### config.mk
export PLATFORM = sky130hd
export DESIGN_NAME = router_fsm_ctrl_n
export DESIGN_NICKNAME = d
export VERILOG_FILES = /design/src/rtl/router_fsm_ctrl_n.sv
export SDC_FILE = /design/constraint.sdc
export NUM_CORES = 1
export LEC_CHECK = 0
export BUFFER_PORTS_ARGS = -buffer_cell sky130_fd_sc_hd__buf_4
export CORE_MARGIN = 4
export CORE_UTILIZATION = 47
export CTS_CLUSTER_DIAMETER = 50
export CTS_CLUSTER_SIZE = 25
export DETAILED_ROUTE_END_ITERATION = 10
export PLACE_DENSITY = 0.78
export SLEW_MARGIN = 20
export SYNTH_ARGS = -nofsm -noshare
export SYNTH_HDL_FRONTEND = slang
export SYNTH_SLANG_ARGS = --single-unit
### constraint.sdc
create_clock -name clk -period 2 [get_ports clk]
set_input_delay 0.3 -clock clk [delete_from_list [all_inputs] [get_ports clk]]
set_output_delay 0.3 -clock clk [all_outputs]
set_load 0.005 [all_outputs]
### src/rtl/router_fsm_ctrl_n.sv
// Packet-write controller for a 1xN router: header decode, load sequencing, full stalls.
// Optional WAIT_TILL_EMPTY timeout is built when ROUTER_WAIT_TIMEOUT_EN is defined.
module router_fsm_ctrl_n #(
  parameter int NUM_PORTS      = 3,
  parameter int ADDR_W         = 2,
  parameter int TIMEOUT_CYCLES = 255
) (
  input  logic                 clk,
  input  logic                 rst,
  input  logic                 pkt_valid,
  input  logic [ADDR_W-1:0]    din,
  input  logic [NUM_PORTS-1:0] fifo_empty,
  input  logic [NUM_PORTS-1:0] fifo_full,
  input  logic [NUM_PORTS-1:0] soft_rst,
  input  logic                 parity_done,
  input  logic                 low_pkt_valid,
  output logic [ADDR_W-1:0]    dest_sel,
  output logic                 detect_addr,
  output logic                 lfd_state,
  output logic                 ld_state,
  output logic                 laf_state,
  output logic                 full_state,
  output logic                 rst_int_reg,
  output logic                 wr_en_req,
  output logic                 busy,
  output logic                 drop_pkt,
  output logic                 timeout_err
);

  typedef enum logic [3:0] {
    DECODE_ADDRESS     = 4'd0,
    LOAD_FIRST_DATA    = 4'd1,
    LOAD_DATA          = 4'd2,
    FIFO_FULL_STATE    = 4'd3,
    LOAD_AFTER_FULL    = 4'd4,
    LOAD_PARITY        = 4'd5,
    CHECK_PARITY_ERROR = 4'd6,
    WAIT_TILL_EMPTY    = 4'd7,
    DROP_PACKET        = 4'd8
  } state_t;

  localparam int SEL_N = 1 << ADDR_W;
  localparam logic [ADDR_W:0] NP_W = (ADDR_W+1)'(NUM_PORTS);

  state_t state, next;

  logic [SEL_N-1:0] empty_x, full_x, srst_x;
  logic din_ok, e, f, sr, e_din, tmo;

  // Zero-extend per-port vectors so any address indexes safely.
  always_comb begin
    empty_x = '0;
    full_x  = '0;
    srst_x  = '0;
    empty_x[NUM_PORTS-1:0] = fifo_empty;
    full_x[NUM_PORTS-1:0]  = fifo_full;
    srst_x[NUM_PORTS-1:0]  = soft_rst;
  end

  assign din_ok = ({1'b0, din} < NP_W);
  assign e_din  = empty_x[din];
  assign e      = empty_x[dest_sel];
  assign f      = full_x[dest_sel];
  assign sr     = srst_x[dest_sel];

`ifdef ROUTER_WAIT_TIMEOUT_EN
  localparam int CW = $clog2(TIMEOUT_CYCLES + 1);
  logic [CW-1:0] wait_cnt;
  logic          tmo_q;

  always_ff @(posedge clk or posedge rst) begin
    if (rst) begin
      wait_cnt <= '0;
    end else if (state != WAIT_TILL_EMPTY) begin
      wait_cnt <= '0;
    end else begin
      wait_cnt <= wait_cnt + 1'b1;
    end
  end

  // Fires on the last allowed wait cycle; an empty FIFO or soft reset wins.
  assign tmo = (state == WAIT_TILL_EMPTY) && !e && !sr &&
               (wait_cnt == CW'(TIMEOUT_CYCLES - 1));

  always_ff @(posedge clk or posedge rst) begin
    if (rst) tmo_q <= 1'b0;
    else     tmo_q <= tmo;
  end

  assign timeout_err = tmo_q;
`else
  assign tmo         = 1'b0;
  assign timeout_err = 1'b0;
`endif

  always_ff @(posedge clk or posedge rst) begin
    if (rst) state <= DECODE_ADDRESS;
    else     state <= next;
  end

  always_ff @(posedge clk or posedge rst) begin
    if (rst) begin
      dest_sel <= '0;
    end else if (state == DECODE_ADDRESS && pkt_valid && din_ok) begin
      dest_sel <= din;
    end
  end

  always_comb begin
    next = state;
    if (state != DECODE_ADDRESS && sr) begin
      next = DECODE_ADDRESS;
    end else begin
      case (state)
        DECODE_ADDRESS: begin
          if (pkt_valid) begin
            if (!din_ok)    next = DROP_PACKET;
            else if (e_din) next = LOAD_FIRST_DATA;
            else            next = WAIT_TILL_EMPTY;
          end
        end
        LOAD_FIRST_DATA: next = LOAD_DATA;
        LOAD_DATA: begin
          if (f)               next = FIFO_FULL_STATE;
          else if (!pkt_valid) next = LOAD_PARITY;
        end
        FIFO_FULL_STATE: begin
          if (!f) next = LOAD_AFTER_FULL;
        end
        LOAD_AFTER_FULL: begin
          if (parity_done)        next = DECODE_ADDRESS;
          else if (low_pkt_valid) next = LOAD_PARITY;
          else                    next = LOAD_DATA;
        end
        LOAD_PARITY: next = CHECK_PARITY_ERROR;
        CHECK_PARITY_ERROR: begin
          next = f ? FIFO_FULL_STATE : DECODE_ADDRESS;
        end
        WAIT_TILL_EMPTY: begin
          if (e)        next = LOAD_FIRST_DATA;
          else if (tmo) next = DROP_PACKET;
        end
        DROP_PACKET: begin
          if (!pkt_valid) next = DECODE_ADDRESS;
        end
        default: next = DECODE_ADDRESS;
      endcase
    end
  end

  assign detect_addr = (state == DECODE_ADDRESS);
  assign lfd_state   = (state == LOAD_FIRST_DATA);
  assign ld_state    = (state == LOAD_DATA);
  assign laf_state   = (state == LOAD_AFTER_FULL);
  assign full_state  = (state == FIFO_FULL_STATE);
  assign rst_int_reg = (state == CHECK_PARITY_ERROR);
  assign drop_pkt    = (state == DROP_PACKET);
  assign wr_en_req   = ld_state || laf_state ||
                       (state == LOAD_PARITY);
  assign busy        = !(detect_addr || ld_state || drop_pkt);

endmodule
Word level (Yosys, flattened, before mapping). Index checks and enable logic that the tools add are counted.

Mux-type cells: 21. Equality and inequality tests: 13. $mul: 0. Magnitude comparators: 3. Bitwise operators: 0. Add/subtract/negate cells: 0. Reduce and logical (&&, ||, !) cells: 11. Shift-type cells: 0. Divide/modulo/power cells: 0.

Operators by type and width (number): 4-bit case mux with 9 select lines (1); 4-bit 2-to-1 mux (8); 4-bit by 3-bit == test with 1-bit output (second input constant) (4); 3-bit 2-to-1 mux (3); 3-bit by 2-bit inequality test with 1-bit output (second input constant) (3); 1-bit binary-select mux with 2-bit select (4); 4-bit by 2-bit == test with 1-bit output (second input constant) (2); 2-bit by 3-bit < comparator with 1-bit output (second input constant) (2); 5-bit AND reduction (1); 4-bit by 1-bit == test with 1-bit output (second input constant) (1); 4-bit == test (second input constant) (1); 4-bit logical NOT (1); 1-bit logical OR (4); 1-bit 2-to-1 mux (4); 4-bit by 2-bit inequality test with 1-bit output (second input constant) (1); 4-bit nonzero test (1); 1-bit logical AND (3); 3-bit inequality test (second input constant) (1); 2-bit < comparator (second input constant) (1); 2-bit 2-to-1 mux (1); 1-bit logical NOT (1).

Memory bits (writable): 0. Input bits: 16. Bits in read-only memories: 0. Output and inout bits: 12. Register bits: 6. Bits in latches: 0. Memories kept: 0.

Depth between registers and ports, before layout.
Depth in word-level cells: 7. Gate-level depth with buffers: 7. Mapped depth without buffers: 6.

Worst setup path after synthesis. Ideal clock, no wire load.

Path type: register -> register. From: reg dest_sel[0]. To: reg state[0]. Buffers on the path: 0. Setup time: 0.119 ns. Path slack: 0.445 ns. Cell stages (with the launch flop): 5. Data arrival time: 1.436 ns. Clock period less this slack: 1.555 ns. Path through: dfrtp_1 mux4_1 o2111ai_2 o31ai_1 and2_1.

Word-level cells in the longest chain between the ends: 5. Elaborated cells between the ends (all ways): 17. Classes of those cells: eq/ne: 5; mux: 10; reduce/logical: 2.

RTL lines: from (decl) (line 17) `output logic [ADDR_W-1:0] dest_sel,`; from (signal assigned) (line 105) `dest_sel <= din;`; 1-bit binary-select mux with 2-bit select (on tied branches) (line 63, 64); 1-bit 2-to-1 mux (on tied branches) (line 63, 64); 2-bit 2-to-1 mux (tied with other cells) (line 137) `next = f ? FIFO_FULL_STATE : DECODE_ADDRESS;`; 4-bit case mux with 9 select lines (tied with other cells) (line 114) `case (state)`; 4-bit 2-to-1 mux / 5-bit AND reduction (equally long branches); to (signal assigned) (line 98) `else state <= next;`; to (decl) (line 45) `state_t state, next;`.

Parallel ways exist; a longest one is shown, timed or not. The select of a mux whose other input is x is not followed. A chain may end at the register's enable or synchronous reset.

Worst setup path in the final report.
From: reg state[2]. To: out detect_addr.

Word-level cells in the longest chain between the ends: 1.

RTL lines: 4-bit logical NOT (line 151) `assign detect_addr = (state == DECODE_ADDRESS);`; to (decl) (line 18) `output logic detect_addr,`.

Every way passes these cells.

==> out/results.ini <==
[outcome]
status=finished, final reports clean

[setup_path]
crit_chain=nor2_1, nand3_1, clkinv_1, buf_4
cp-start-kind=register
crit_type=reg -> out
crit_required_ns=1.70
r2r_start=dest_sel[0]
startpoint=state[2]
max_stage_delay_ns=0.52
cp-endpoint=detect_addr
reg2reg_depth=4
worstPathArrival_ns=1.54
crit_path_end_kind=output port
reg2reg_slack_ns=0.19
r2r-end=state[0]
slowest_stage=dfrtp_1
path_max_fanout=13

[timing]
grt_setup_unrepaired=no
max_freq_mhz=543.9
setup_viol=0
hold_viol=0
layout_min_cycle_time_ns=1.839
fin_hold_ws_ns=0.3609
setup-tns-final_ns=0
maxSlewViolCount=0
finalClockSkew_ns=0.006585
finalCritPeriodShare_pct=91.94

[detailed_routing]
viasPerCell=6.023
route.detailed.drc=0
wl_um=1990
wl_per_cell_um=15.19
vias=789
ant_nets=0
drt_iter0_drc=16
first_pass_iters=4

[clocking]
htreeDepth=1
root_buffer=clkbuf_4
clock_latency_ns=0.25
cts_buffers=3
cts_tree=done
cts_setup_buffers=0
cts_sinks=6
clk_pin_slew_worst_paths_ns=0.05
clockBufferDepth=2

[finish]
antenna_cells=0
layout-drive-gt1-share_pct=31.03
nNetsFinal=134
syn_to_final_growth_pct=31.62
post-route-util_pct=68.67
num-fill-cells=103

[pwr]
p_per_area_nw_per_um2=1314
p_leak_nw=0.4416
max-vdd-ir-drop_mv=0.7276

[synthesis]
syn_nets=107
synth_top_cell_by_area=dfrtp_1
synth.ff_latch_count=6
synth.most_common_cell=nor2_1
synth-edff-count=0
yosysSeqAreaShare_pct=21.31
synth_top_area_share_pct=21.31
netlist_top_cells_area=dfrtp_1, mux2i_1, nor2_1
netlist_instances=91
synthTopCellsByCount=nor2_1, inv_1, dfrtp_1
ys.flop_type=dfrtp_1
synth_cell_types=40
synth_area_per_cell_sq_um=7.741
netlist_area_sq_um=704.4
async_reset_ff_share_pct=100.0
ys_warn_count=0

[floorplan]
die_h_um=46.72
io_pins=28
die_x_um=46.72
die_area_sq_um=2182
start_util_pct=52.18
rows=13
core-area_sq_um=1350

[placed_design]
dp_hpwl_um=1601
gp_routability_congestion=0.9137
place.port_buffers=26

[grt]
grt_use_total_pct=19.86
first_global_vias=760
overflow=0
antenna_found_initial=0
grt_max_degree=14
grt_pass1_wl_um=3132

[min_path]
hold_class=in -> reg

[job]
cap_violations=0

-- metrics by stage --
stage / instances / area (sq um) / setup slack, ns / power (mW)
finish: 131 / 927.1 / 0.1613 / 1.218
global route: 131 / 927.1 / 0.01455 / 1.328
CTS: 131 / 927.1 / 0.1809 / 1.219
detailed placement: 127 / 894.6 / 0.1787 / 1.099
global placement: 127 / 894.6 / 0.2533 / 1.081
floorplan: 91 / 704.4 / 0.4452 / 0.8278
-- worst max-delay path, delay by kind of cell (launching register included) --
kind | cells | cell delay [ns]
buf+inv | 2 | 0.25
flops | 1 | 0.52
simple gates | 2 | 0.53
-- power by group --
part | switching [mW] | leakage [nW] | internal (mW)
registers | 0.134 | 0.0764 | 0.173
logic | 0.382 | 0.351 | 0.416
clock network | 0.0460 | 0.0138 | 0.0680
total | 0.562 | 0.442 | 0.656
-- how the worst min path moves through the flow --
stage / from / end / slack (ns) / depth (start not counted)
finish: pkt_valid / state[3] / 0.36 / 3
global route: din[1] / dest_sel[1] / 0.36 / 2
CTS: din[1] / dest_sel[1] / 0.35 / 2
detailed placement: rst / dest_sel[1] / 0.24 / 2
global placement: rst / dest_sel[1] / 0.23 / 2
floorplan: rst / dest_sel[0] / 0.09 / 1
-- layout make-up --
cell class	instances	area, sq um	share of cell area [%]
multi-input cells	70	485.5	52.36
repair buffers	29	220.2	23.75
flip-flops and latches	6	150.1	16.19
inverters	8	30.03	3.239
clock buffers	3	22.52	2.429
well taps	15	18.77	2.024
-- routing by layer --
metal	GRT usage, %	part of all wire [%]	wire length, um	vias up
li1	-	-	-	380
met4	7.735	0.50	10	0
met1	26.40	45	886	372
met3	1.953	6.7	134	2
met2	32.97	48	959	35
met5	0	0	0	-
-- sequential cells by signal, summed over array words and instances, names as in the netlist --
signal	count
state	4
dest_sel	2
-- placed cells by master, fill, tap and decap left out, types with 2 or more instances in the layout --
cell type and instances:
nand2_1 4, a21oi_1 3, buf_4 28, dfrtp_1 6
and3_1 2, o22a_1 3, nor2_1 11, o21ai_1 2
nand2b_1 3, clkbuf_4 3, nand3_1 4, nor2b_1 3
nand4_1 2, or3b_1 2, inv_1 7, o211ai_1 2
o21ai_0 3, a31oi_1 2, mux2i_1 5, nor3_1 2
o221ai_1 2
-- cell families (layout without fill, tap and decap cells) --
logic type,count (synthesis),count (layout),share of synthesized area (%)
AOI/OAI and AO/OA,23,23,23.98
xor gates and xnor gates,1,1,1.244
buffers and inverters,15,40,9.768
DFF,6,6,21.31
muxes,6,6,10.84
other,1,1,0.5323
and+or+nand+nor,39,39,32.33
-- timing repair --
action / 4_1_cts / 5_1_grt
setup endpoints to repair: 0 / 0
hold endpoints to repair: 6 / 0
gates resized for setup: 0 / 0
hold buffers: 1 / 0
Note: power is estimated with default switching activity, not from simulation.
